[src/rtl/uart_ctrl_pkg.sv]
// rtl/uart_ctrl_pkg.sv - shared types and constants for the UART transmit scheduler
// Purpose: scheduler state encoding, default parameter values and timer width
// shared by the scheduler top, its requester interface and the round-robin arbiter.
// Ports: none (package).
package uart_ctrl_pkg;

  localparam int DEFAULT_NUM_REQ       = 4;
  localparam int DEFAULT_START_TIMEOUT = 65535;
  localparam int TIMER_W               = 32;

  typedef enum logic [1:0] {
    S_IDLE      = 2'd0,
    S_ISSUE     = 2'd1,
    S_WAIT_BUSY = 2'd2,
    S_WAIT_DONE = 2'd3
  } eSchedState;

endpackage

[src/rtl/uart_tx_scheduler_if.sv]
// rtl/uart_tx_scheduler_if.sv - requester-side bus of the UART transmit scheduler
// Purpose: bundles the per-requester byte handshake shared by NUM_REQ requesters.
// Signals:
//   req_valid  [NUM_REQ]    byte pending on requester i, held until its req_ready pulse
//   req_data   [8*NUM_REQ]  byte of requester i on bits [8i+7:8i]
//   req_ready  [NUM_REQ]    one-cycle accept pulse, at most one bit high
// Modports: master = requesters, slave = scheduler.
interface uart_tx_scheduler_if
  import uart_ctrl_pkg::*;
#(
  parameter int NUM_REQ = DEFAULT_NUM_REQ
) ();

  logic [NUM_REQ-1:0]   req_valid;
  logic [8*NUM_REQ-1:0] req_data;
  logic [NUM_REQ-1:0]   req_ready;

  modport master (
    output req_valid,
    output req_data,
    input  req_ready
  );

  modport slave (
    input  req_valid,
    input  req_data,
    output req_ready
  );

endinterface

[src/rtl/rr_arbiter.sv]
// rtl/rr_arbiter.sv - combinational round-robin picker
// Purpose: selects the first asserted request at or after ptr, wrapping at NUM_REQ-1.
// Ports:
//   req        request vector
//   ptr        index with highest priority this cycle
//   grant      one-hot winner (all zero when nothing requests)
//   grant_idx  binary index of the winner
//   any_grant  at least one request present
module rr_arbiter
  import uart_ctrl_pkg::*;
#(
  parameter int  NUM_REQ = DEFAULT_NUM_REQ,
  localparam int IDW     = $clog2(NUM_REQ)
) (
  input  logic [NUM_REQ-1:0] req,
  input  logic [IDW-1:0]     ptr,
  output logic [NUM_REQ-1:0] grant,
  output logic [IDW-1:0]     grant_idx,
  output logic               any_grant
);

  logic [IDW-1:0] idx;

  // Walk the requesters in priority order ptr, ptr+1, ... and keep the first hit.
  always_comb begin
    grant     = '0;
    grant_idx = '0;
    any_grant = 1'b0;
    idx       = '0;
    for (int k = 0; k < NUM_REQ; k++) begin
      idx = IDW'((int'(ptr) + k) % NUM_REQ);
      if (!any_grant && req[idx]) begin
        any_grant  = 1'b1;
        grant[idx] = 1'b1;
        grant_idx  = idx;
      end
    end
  end

endmodule

[src/rtl/uart_tx_scheduler.sv]
// rtl/uart_tx_scheduler.sv - round-robin byte scheduler in front of one UART transmitter
// Purpose: accepts bytes from NUM_REQ requesters in round-robin order, hands each
// to the transmitter with a start strobe and waits for the frame to finish. A
// transmitter that never leaves idle after a strobe raises a sticky timeout.
// Ports:
//   clock, reset_n  system clock, synchronous active-low reset
//   req_bus         requester handshake (slave modport)
//   tx_send         one-cycle start strobe to the transmitter
//   tx_data         byte presented to the transmitter
//   tx_complete     transmitter idle flag (1 = idle, 0 = frame in progress)
//   grant_id        requester currently or last served
//   busy            scheduler not in IDLE
//   err_timeout     sticky: transmitter failed to start a frame
module uart_tx_scheduler
  import uart_ctrl_pkg::*;
#(
  parameter int  NUM_REQ       = DEFAULT_NUM_REQ,
  parameter int  START_TIMEOUT = DEFAULT_START_TIMEOUT,
  localparam int IDW           = $clog2(NUM_REQ)
) (
  input  logic               clock,
  input  logic               reset_n,
  uart_tx_scheduler_if.slave req_bus,
  output logic               tx_send,
  output logic [7:0]         tx_data,
  input  logic               tx_complete,
  output logic [IDW-1:0]     grant_id,
  output logic               busy,
  output logic               err_timeout
);

  eSchedState           state_q, state_d;
  logic [IDW-1:0]       rr_ptr_q, rr_ptr_d;
  logic [TIMER_W-1:0]   timer_q, timer_d, timer_inc;
  logic                 timeout_hit;

  logic                 tx_send_d;
  logic [7:0]           tx_data_d;
  logic [NUM_REQ-1:0]   req_ready_d;
  logic [IDW-1:0]       grant_id_d;
  logic                 err_d;

  logic [NUM_REQ-1:0]   arb_grant;
  logic [IDW-1:0]       arb_idx;
  logic                 arb_any;
  logic [IDW-1:0]       next_ptr;
  logic [7:0]           arb_byte;

  rr_arbiter #(.NUM_REQ(NUM_REQ)) u_arb (
    .req       (req_bus.req_valid),
    .ptr       (rr_ptr_q),
    .grant     (arb_grant),
    .grant_idx (arb_idx),
    .any_grant (arb_any)
  );

  assign arb_byte = req_bus.req_data[{arb_idx, 3'b000} +: 8];

  // Priority moves to the requester after the one just served, wrapping to 0.
  assign next_ptr = (grant_id == IDW'(NUM_REQ - 1)) ? '0 : grant_id + IDW'(1);

  // Saturating increment so a stuck transmitter can never wrap the timer.
  assign timer_inc   = (&timer_q) ? timer_q : timer_q + TIMER_W'(1);
  // The ISSUE clock plus START_TIMEOUT-1 idle WAIT_BUSY clocks put the error
  // START_TIMEOUT clocks after the strobe.
  assign timeout_hit = (timer_inc >= TIMER_W'(START_TIMEOUT - 1));

  always_comb begin
    state_d     = state_q;
    rr_ptr_d    = rr_ptr_q;
    timer_d     = timer_q;
    tx_send_d   = 1'b0;
    tx_data_d   = tx_data;
    req_ready_d = '0;
    grant_id_d  = grant_id;
    err_d       = err_timeout;

    case (state_q)
      S_IDLE: begin
        // A low tx_complete here means a frame from before a reset is still
        // on the line; hold every request until it finishes.
        if (tx_complete && arb_any) begin
          req_ready_d = arb_grant;
          tx_data_d   = arb_byte;
          grant_id_d  = arb_idx;
          tx_send_d   = 1'b1;
          state_d     = S_ISSUE;
        end
      end
      S_ISSUE: begin
        timer_d = '0;
        state_d = S_WAIT_BUSY;
      end
      S_WAIT_BUSY: begin
        if (!tx_complete) begin
          state_d = S_WAIT_DONE;
        end else begin
          timer_d = timer_inc;
          if (timeout_hit) begin
            // Byte is dropped; the requester already saw its accept pulse.
            err_d    = 1'b1;
            rr_ptr_d = next_ptr;
            state_d  = S_IDLE;
          end
        end
      end
      S_WAIT_DONE: begin
        if (tx_complete) begin
          rr_ptr_d = next_ptr;
          state_d  = S_IDLE;
        end
      end
      default: begin
        state_d = S_IDLE;
      end
    endcase
  end

  always_ff @(posedge clock) begin
    if (!reset_n) begin
      state_q           <= S_IDLE;
      rr_ptr_q          <= '0;
      timer_q           <= '0;
      tx_send           <= 1'b0;
      tx_data           <= '0;
      req_bus.req_ready <= '0;
      grant_id          <= '0;
      busy              <= 1'b0;
      err_timeout       <= 1'b0;
    end else begin
      state_q           <= state_d;
      rr_ptr_q          <= rr_ptr_d;
      timer_q           <= timer_d;
      tx_send           <= tx_send_d;
      tx_data           <= tx_data_d;
      req_bus.req_ready <= req_ready_d;
      grant_id          <= grant_id_d;
      busy              <= (state_d != S_IDLE);
      err_timeout       <= err_d;
    end
  end

endmodule

[src/flat_wrapper.sv]
// flat-port wrapper written by rule: the top's interface ports become plain ports
module uart_tx_scheduler_flat import uart_ctrl_pkg::*;
#(
  parameter int  NUM_REQ       = DEFAULT_NUM_REQ,
  parameter int  START_TIMEOUT = DEFAULT_START_TIMEOUT,
  localparam int IDW           = $clog2(NUM_REQ)
)
  (clock, reset_n, tx_send, tx_data, tx_complete, grant_id, busy, err_timeout, req_bus_req_valid, req_bus_req_data, req_bus_req_ready);
  uart_tx_scheduler_if #(.NUM_REQ(NUM_REQ)) req_bus_i ();
  input  logic clock;
  input  logic reset_n;
  output logic tx_send;
  output logic [7:0] tx_data;
  input  logic tx_complete;
  output logic [IDW-1:0] grant_id;
  output logic busy;
  output logic err_timeout;
  input wire logic [$bits(req_bus_i.req_valid)-1:0] req_bus_req_valid;
  input wire logic [$bits(req_bus_i.req_data)-1:0] req_bus_req_data;
  output wire logic [$bits(req_bus_i.req_ready)-1:0] req_bus_req_ready;
  assign req_bus_i.req_valid = req_bus_req_valid;
  assign req_bus_i.req_data = req_bus_req_data;
  assign req_bus_req_ready = req_bus_i.req_ready;
  uart_tx_scheduler #(.NUM_REQ(NUM_REQ), .START_TIMEOUT(START_TIMEOUT)) u_core (.clock(clock), .reset_n(reset_n), .req_bus(req_bus_i), .tx_send(tx_send), .tx_data(tx_data), .tx_complete(tx_complete), .grant_id(grant_id), .busy(busy), .err_timeout(err_timeout));
endmodule
[config.mk]
export PLATFORM = sky130hd
export DESIGN_NAME = uart_tx_scheduler_flat
export DESIGN_NICKNAME = d
export VERILOG_FILES = /design/src/rtl/uart_ctrl_pkg.sv /design/src/rtl/uart_tx_scheduler_if.sv /design/src/rtl/rr_arbiter.sv /design/src/rtl/uart_tx_scheduler.sv /design/src/flat_wrapper.sv
export SDC_FILE = /design/constraint.sdc
export NUM_CORES = 1
export LEC_CHECK = 0
export ABC_AREA = 1
export BUFFER_PORTS_ARGS = -buffer_cell sky130_fd_sc_hd__buf_2
export CELL_PAD_IN_SITES_DETAIL_PLACEMENT = 1
export CELL_PAD_IN_SITES_GLOBAL_PLACEMENT = 1
export CORE_UTILIZATION = 40
export CTS_BUF_LIST = sky130_fd_sc_hd__clkbuf_16
export CTS_CLUSTER_DIAMETER = 60
export CTS_CLUSTER_SIZE = 12
export DETAILED_ROUTE_END_ITERATION = 16
export PLACE_DENSITY = 0.87
export SYNTH_ARGS = -nofsm -noshare
export SYNTH_HDL_FRONTEND = slang
export SYNTH_HIERARCHICAL = 1
export SYNTH_SLANG_ARGS = --single-unit
[constraint.sdc]
create_clock -name clock -period 6.55 [get_ports clock]
set_input_delay 1.965 -clock clock [delete_from_list [all_inputs] [get_ports clock]]
set_output_delay 1.965 -clock clock [all_outputs]
set_load 0.03 [all_outputs]
# After elaboration in Yosys (flattened, before gate mapping)
# Index checks and enable logic that the tools add are counted.
[word_totals] output_inout_bits=17 ff_bits=53 input_bits=39 word_cells=98
[op_classes] magnitude_cmp=9 n_eq_ne=7 n_bitwise=3 mux=42 n_reduce_logical=22 add_sub_neg=5 shift=1
[ops] cell="$mux 32" n=2
[ops] cell="$pmux 32 s2" n=1
[ops] cell="$add 32x1->32 const B" n=1
[ops] cell="$ge 32x16->1 const B" n=1
[ops] cell="$reduce_and 32->1" n=1
[ops] cell="$shiftx 32x6->8" n=1
[ops] cell="$mux 2" n=12
[ops] cell="$mux 4" n=4
[ops] cell="$mux 1" n=13
[ops] cell="$lt 2x3->1 const B" n=4
[ops] cell="$or 4x4->4" n=3
[ops] cell="$bmux 1 s2" n=4
[ops] cell="$demux 1 s2" n=4
[ops] cell="$ge 2x1->1 const B" n=4
[ops] cell="$logic_and 1x1->1" n=8
[ops] cell="$pmux 2 s4" n=1
[ops] cell="$eq 2x2->1 const B" n=3
[ops] cell="$reduce_and 2->1" n=3
[ops] cell="$reduce_and 3->1" n=2
[ops] cell="$reduce_bool 2->1" n=3
[ops] cell="$add 2x1->2 const B" n=2
[ops] cell="$add 2x2->2 const B" n=2
[ops] cell="$ne 2x2->1 const B" n=2
[ops] cell="$pmux 2 s2" n=1
[ops] cell="other kinds (5)" n=7

# Longest topological paths before layout
# Gate-level depths: netlist of the first run.
[depth] ltp_word=16 ltp_mapped=15 mapped_depth_nobuf=15

# Hierarchy
# The synthesis of the first run kept the hierarchy.
[by_module_without_submodules] module="uart_tx_scheduler" seq_area_each_um2=1061.0 cells_per_inst=568 area_per_inst_um2=3445.8 n_inst=1
[by_module_without_submodules] module="rr_arbiter" seq_area_each_um2=0.0 cells_per_inst=74 area_per_inst_um2=440.4 n_inst=1

# Least setup slack after synthesis of the first run
# Ideal clock, no wire load.
[synth_path] path_type="input -> register" startpoint="in req_bus_req_valid[3]" endpoint="reg u_core.tx_data[0]" n_path_buf=2 setup_time_ps=117 cell_stages=13 arrival_ps=3759 path_slack_ps=2673 required_ps=6433 cell_sequence="inv_1 -> nand2_1 -> nand3_4 -> nand2_4 -> nor2_1 -> a21oi_1 -> nand3_1 -> clkbuf_1 -> buf_1 -> mux2i_1 -> nor2_1 -> o221ai_1 -> inv_1"
[synth_via] elab_cells_between_ends=25 cone_classes="shift: 1; mux: 16; reduce/logical: 8"
[synth_lines] item="from (decl)" line="flat_wrapper.sv:18" source="input wire logic [$bits(req_bus_i.req_valid)-1:0] req_bus_req_valid;"
[synth_lines] item="$bmux 1 s2" line="rr_arbiter.sv:32" source="if (!any_grant && req[idx]) begin"
[synth_lines] item="$mux 1 (not written as such)" line="rr_arbiter.sv:32"
[synth_lines] item="$mux 1" line="rr_arbiter.sv:32"
[synth_lines] item="$logic_not 1->1" line="rr_arbiter.sv:32"
[synth_lines] item="$logic_and 1x1->1" line="rr_arbiter.sv:32"
[synth_lines] item="$mux 1" line="rr_arbiter.sv:32"
[synth_lines] item="$logic_not 1->1" line="rr_arbiter.sv:32"
[synth_lines] item="$logic_and 1x1->1" line="rr_arbiter.sv:32"
[synth_lines] item="$mux 1" line="rr_arbiter.sv:32"
[synth_lines] item="$logic_not 1->1" line="rr_arbiter.sv:32"
[synth_lines] item="$logic_and 1x1->1" line="rr_arbiter.sv:32"
[synth_lines] item="$mux 2 (*)" line="rr_arbiter.sv:32"
[synth_lines] item="net u_core.arb_idx[0]" line="uart_tx_scheduler.sv:44" source="logic [IDW-1:0] arb_idx;"
[synth_lines] item="$shiftx 32x6->8 (*)" line="uart_tx_scheduler.sv:57" source="assign arb_byte = req_bus.req_data[{arb_idx, 3'b000} +: 8];"
[synth_lines] item="to (signal assigned)" line="uart_tx_scheduler.sv:135" source="tx_data <= tx_data_d;"
[synth_lines] item="to (decl)" line="uart_tx_scheduler.sv:25" source="output logic [7:0] tx_data,"
# The timed path passes the listed nets; every way through them passes the cells marked *. The select of a mux whose other input is x is not followed.
# A chain may end at the register's enable or synchronous reset.

# Worst setup path in the final report of the first run
[layout_path] startpoint="in req_bus_req_valid[3]" endpoint="reg u_core.tx_data[4]"
# The elaborated chain is that of the path after synthesis.

==> results.toml, run 1 <==
[run_status]
status = "finished, final reports clean"

[detailed_routing]
drc = 0
first_pass_iters = 4
wl_per_cell_um = 14.19
viasPerCell = 5.194
vias = 4238
drtIter0Drc = 200
routed_wl_um = 11580
antenna_left = 0

[synthesis]
synth-edff-count = 0
synth.net_count = 688
syn_inst = 642
synth-async-reset-ratio_pct = 0
synth-seq-cells = 53
syn-cell-area_mm2 = 0.003886
syn_avg_cell_area_um2 = 6.053
yosys_warnings = 6
synth_cell_types = 34
synth_ff_type = "dfxtp_1"
yosysSeqAreaShare_pct = 27.30

[floorplan]
chipHeight_um = 100.6
io_pins = 56
num_rows = 35
initial_core_util_pct = 41.66
die_x_um = 100.6
coreArea_mm2 = 0.009328
die-area_mm2 = 0.01011

[grt]
grt_max_degree = 35
gr-usage-all-layers_pct = 24.16
grt_pass1_vias = 4317
antenna_found_initial = 0
gr-total-overflow = 0
grt_pass1_wl_um = 19730

[placed_design]
gp_congestion = 0.8839
hpwlAfterDp_um = 8920
place_inst = 808
io_buffers = 55

[setup_path]
r2r_end = "u_core/tx_data[4]"
crit_end = "u_core/tx_data[4]"
crit_type = "input port to flip-flop"
cp-start-kind = "input port"
r2r_start = "u_core/rr_ptr_q[0]"
crit_cells = 13
startpoint = "req_bus_req_valid[3]"
critPathBufInv = 4
worstPathArrival_ns = 4.57
crit_required_ns = 6.74
setup.worst_path.end_class = "flip-flop"
crit_path_max_fanout = 17
r2r_setup_slack_ns = 2.83
cp_slowest_stage_delay_ns = 0.63
cp_cell_sequence = "buf_2 > inv_1 > nand2_1 > nand3_4 > nand2_4 > nor2_1 > a21oi_1 > nand3_1 > clkinv_1 > nor2_1 > o21ai_0 > o221ai_1 > inv_1"
crit_path_top_delay_cell = "nand3_1"
reg2reg_depth = 13
critical-path-top-delay-family = "simple AND/OR/NAND/NOR gates"

[sta]
setup_tns_ns = 0
timing.final.crit_share_pct = 66.78
rsz0062_at_grt = "false"
fin_skew_ns = 0.007472
worst_pin_slew_ns = 1.049
slew_violations = 0
fmax_ghz = 0.2286
slew_headroom_pct = 30.01
finalSetupViolations = 0
post-route-min-period_ns = 4.374
finalHoldViolCount = 0

[power]
power_frac_clock_pct = 36.7
power_switching_uw = 235.5
intPower_uw = 520.1
vdd.ir_drop.worst_mv = 0.09557
power_frac_seq_pct = 45.3
p_leak_uw = 0.001976
pwr-share-comb_pct = 17.9
sw_frac_of_total_pct = 31.17
cellPowerDensity_mw_per_mm2 = 172.5

[clocking]
worstSkewPairLatency_ns = 0.30
postCtsSetupBuffers = 0
cts-root-buf = "clkbuf_16"
cts.clk_slew.worst_paths_ns = 0.08
cts_sinks = 53
cts_resized = 0
h-tree-depth = 2
clk_path_buf_depth = 2
hold_buffers = 0
cts_tree = "done"
numCtsBuffers = 5

[finish]
final_net_count = 732
seqCellArea_mm2 = 0.001061
area_growth_pct = 12.72
fin_cells = 816
diodes = 0
drive_above_1_share_pct = 14.99
fillers = 1328
multiInputGateArea_mm2 = 0.002492
layout_common_cells = "nand2_1 (230), nor2_1 (82), inv_1 (57)"
final_common_cell = "nand2_1"

[run]
max-cap-violations = 0

[worst_hold_path]
hold_class = "flip-flop to flip-flop"
holdPathStages = 2
## Yosys cell counts (all sizes together), types with 4 or more instances
master | number | area (um^2)
o221ai | 8 | 70.07
o21bai | 4 | 30.03
nand3 | 49 | 267.8
nor2 | 96 | 455.4
nand3b | 4 | 30.03
mux2i | 8 | 80.08
buf | 6 | 53.79
a21boi | 4 | 30.03
clkbuf | 13 | 48.80
nand4 | 9 | 62.56
nand2 | 247 | 994.7
ha | 7 | 87.58
inv | 60 | 225.2
a21oi | 43 | 215.2
dfxtp | 53 | 1061
o21ai | 22 | 110.1
## worst min path at each step
stage	from	slack, ns	to
6_report	u_core/timer_q[30]	0.51	u_core/timer_q[30]
5_1_grt	u_core/timer_q[31]	0.53	u_core/timer_q[31]
4_1_cts	u_core/timer_q[30]	0.51	u_core/timer_q[30]
3_5_place_dp	u_core/timer_q[30]	0.50	u_core/timer_q[30]
3_3_place_gp	u_core/timer_q[30]	0.49	u_core/timer_q[30]
2_1_floorplan	u_core/timer_q[30]	0.47	u_core/timer_q[30]
## power groups by stage
stage | combinational (uW) | sequential [uW] | clock, uW
floorplan | 76.8 | 367 | 0
global placement | 131 | 350 | 0
detailed placement | 137 | 350 | 0
CTS | 137 | 343 | 285
global route | 150 | 344 | 298
finish | 135 | 343 | 278
## logic make-up after synthesis
| family | synth area share (%) |
|---|---|
| AO/OA/AOI/OAI | 12.11 |
| XOR/XNOR | 0.9016 |
| adder cells (fa/ha/maj) | 2.254 |
| buffers and inverters | 8.628 |
| flip-flops | 27.30 |
| multiplexers | 2.061 |
| AND/OR/NAND/NOR | 46.75 |
## metal layers
metal  GRT usage (%)  vias up  wire length (um)
met5               0        -                 0
met4           6.800        0               216
met3           3.814       16               427
met2           44.99       88              5709
met1           28.45     1993              5226
li1                -     2141                 -
## worst register-to-register path: stages, from the launching register on
cell and delay [ns]:
dfxtp_1 0.57, inv_2 0.20, ha_1 0.43, inv_1 0.12, nand3_1 0.10, nand2_1 0.05
nor2_1 0.28, a21oi_1 0.12, nand3_1 0.63, clkinv_1 0.50, nor2_1 0.23, o21ai_0 0.11
o221ai_1 0.22, inv_1 0.06
## stage by stage
stage / hold slack, ns / worst slack [ns] / area [um^2] / utilization (%) / total power (uW)
after floorplan: 0.4663 / 2.673 / 3886 / - / 444.3
after global placement: 0.4912 / 2.067 / 4230 / 45.35 / 480.5
after detailed placement: 0.4953 / 1.887 / 4230 / 45.35 / 486.6
after CTS: 0.5079 / 2.217 / 4380 / 46.96 / 764.7
after global routing: 0.5262 / 1.945 / 4380 / 46.96 / 792.5
final: 0.5104 / 2.176 / 4380 / 46.96 / 755.6
## state kept, by name, indices dropped and copies added, names as in the netlist
signal                    cells
u_core/tx_data                8
u_core/grant_id               2
u_core/timer_q               32
u_core/req_bus.req_ready      4
u_core/rr_ptr_q               2
u_core/busy                   1
u_core/err_timeout            1
u_core/tx_send                1
u_core/state_q                2
## area by class of cell
class	instances	area share, %
Multi-Input combinational cell	508	56.90
Tap cell	129	3.685
Clock inverter	3	0.5713
Timing Repair Buffer	56	6.455
Clock buffer	5	2.856
Inverter	62	5.313
Sequential cell	53	24.22
No activity file was read; power rests on OpenSTA's default activity.
==> inputs of run 2 (changes only) <==
Clock period 6.55 ns to 4.3 ns, I/O delays scaled along.
==> run 2 against run 1 <==
  * Critical endpoint unchanged
  * Clock skew fell by 0.0023 ns
  * Sequential share of layout area fell by 0.21 points
  * Non-clock buffer count rose by 3
  * Hold slack got worse by 0.029 ns
  * Clock-buffer cell count did not move
  * Utilization rose by 0.42 points
  * Register-to-register slack got worse by 1.6 ns
  * Global-route usage rose by 0.77 points
  * First-iteration DRC count fell by 39%
==> results.toml, run 2 (same netlist as run 1, synthesis figures left out) <==
[floorplan]
io_pins = 56
die_x_um = 100.6
chipHeight_um = 100.6
initial_core_util_pct = 41.66
coreArea_mm2 = 0.009328
die-area_mm2 = 0.01011
num_rows = 35

[clocking]
cts.clk_slew.worst_paths_ns = 0.07
cts_resized = 0
numCtsBuffers = 5
h-tree-depth = 2
worstSkewPairLatency_ns = 0.29
postCtsSetupBuffers = 0
cts_tree = "done"
hold_buffers = 0
cts-root-buf = "clkbuf_16"
clk_path_buf_depth = 2
cts_sinks = 53

[detailed_routing]
first_pass_iters = 4
m1WireLength_um = 5282
drtIter0Drc = 123
antenna_left = 0
vias = 4261
wl_met3_um = 463
highest_layer = "met4"
drc = 0
viasPerCell = 5.203
met2_length_um = 5815
routed_wl_um = 11750
wl_per_cell_um = 14.35

[power]
sw_frac_of_total_pct = 28.73
total_power_uw = 1191
power_frac_clock_pct = 38.6
p_leak_uw = 0.001997
cellPowerDensity_mw_per_mm2 = 269.5
power_switching_uw = 342.1
vdd.ir_drop.worst_mv = 0.1386
intPower_uw = 848.8
pwr-share-comb_pct = 17.6
power_frac_seq_pct = 43.7

[sta]
fmax_ghz = 0.3180
slew_violations = 0
finalSetupViolations = 0
worst_pin_slew_ns = 0.5867
fin_skew_ns = 0.005146
finalHoldViolCount = 0
setup_tns_ns = 0
rsz0062_at_grt = "false"
slew_headroom_pct = 60.78
timing.final.crit_share_pct = 73.14
post-route-min-period_ns = 3.145

[finish]
diodes = 0
layout_common_cells = "nand2_1 (230), nor2_1 (82), inv_1 (57)"
fin_cells = 819
final_cell_area_mm2 = 0.004419
reg_top3 = "u_core/timer_q: 32 flops, u_core/tx_data: 8 flops, u_core/req_bus.req_ready: 4 flops"
drive_above_1_share_pct = 15.22
seqCellArea_mm2 = 0.001061
multiInputGateArea_mm2 = 0.002492
regMostFlops = "u_core/timer_q"
largest_register_ffs = 32
final_net_count = 735
area_growth_pct = 13.72
final_common_cell = "nand2_1"
fillers = 1365

[grt]
grt_max_degree = 34
gr-usage-all-layers_pct = 24.93
antenna_found_initial = 0
grt_pass1_wl_um = 20320
grt_pass1_vias = 4457
gr-total-overflow = 0

[setup_path]
crit_required_ns = 4.49
crit_path_max_fanout = 17
crit_type = "input port to flip-flop"
worstPathArrival_ns = 3.33
setup.worst_path.end_class = "flip-flop"
cp-start-kind = "input port"

[placed_design]
placed_cell_area_mm2 = 0.004253
io_buffers = 55
place_inst = 811
gp_congestion = 0.8788
hpwlAfterDp_um = 8987

[run]
max-cap-violations = 0

[run_status]
status = "finished, final reports clean"

[worst_hold_path]
hold_class = "flip-flop to flip-flop"
-- run 2: cell count changes in the layout (fill, tap and decap cells not counted) --
| cell | delta |
|---|---|
| inv_6 | -1 |
| clkinv_4 | -1 |
| bufinv_16 | +1 |
| buf_4 | +3 |
| clkinv_1 | +1 |
-- run 2: critical path, cell delays in order --
cell	delay, ns
buf_2	0.11
inv_1	0.04
nand2_1	0.08
nand3_2	0.17
nand2_4	0.08
nor2_4	0.25
nand3_1	0.12
nand3_1	0.12
buf_4	0.24
clkinv_1	0.27
nor2_1	0.18
o21ai_0	0.12
o221ai_1	0.20
inv_1	0.05
-- run 2: layer usage --
metal,GRT usage [%],vias up
met4,5.686,0
li1,-,2135
met1,30.31,2024
met3,3.814,13
met5,0,-
met2,45.94,89
-- run 2: final cells by class --
class | count | share of cell area, %
well taps | 129 | 3.652
clock buffers | 5 | 2.831
flip-flops and latches | 53 | 24.01
repair buffers | 59 | 6.908
inverters | 62 | 5.266
multi-input cells | 508 | 56.40
clock inverters | 3 | 0.9343
-- run 2: power groups by stage --
stage	Clock (uW)	Sequential, uW	Combinational (uW)
2_1_floorplan	0	560	117
3_3_place_gp	0	532	203
3_5_place_dp	0	532	212
4_1_cts	474	521	212
5_1_grt	490	524	234
6_report	460	521	210
-- run 2: stage by stage --
stage               hold WS [ns]  utilization (%)  setup slack (ns)
global placement          0.4545            45.59            0.9826
detailed placement        0.4707            45.59            0.8345
finish                    0.4813            47.38             1.155
floorplan                 0.4663                -             1.098
CTS                       0.4894            47.38             1.147
global route              0.5293            47.38            0.8609
-- run 2: worst paths after layout --
kind	startpoint	to	slack, ns	cells past startpoint
hold / removal	u_core/err_timeout	u_core/err_timeout	0.48	2
setup reg to reg	u_core/rr_ptr_q[0]	u_core/tx_data[4]	1.19	14
setup / recovery	req_bus_req_valid[1]	u_core/tx_data[4]	1.16	14
hold reg to reg	u_core/err_timeout	u_core/err_timeout	0.48	2
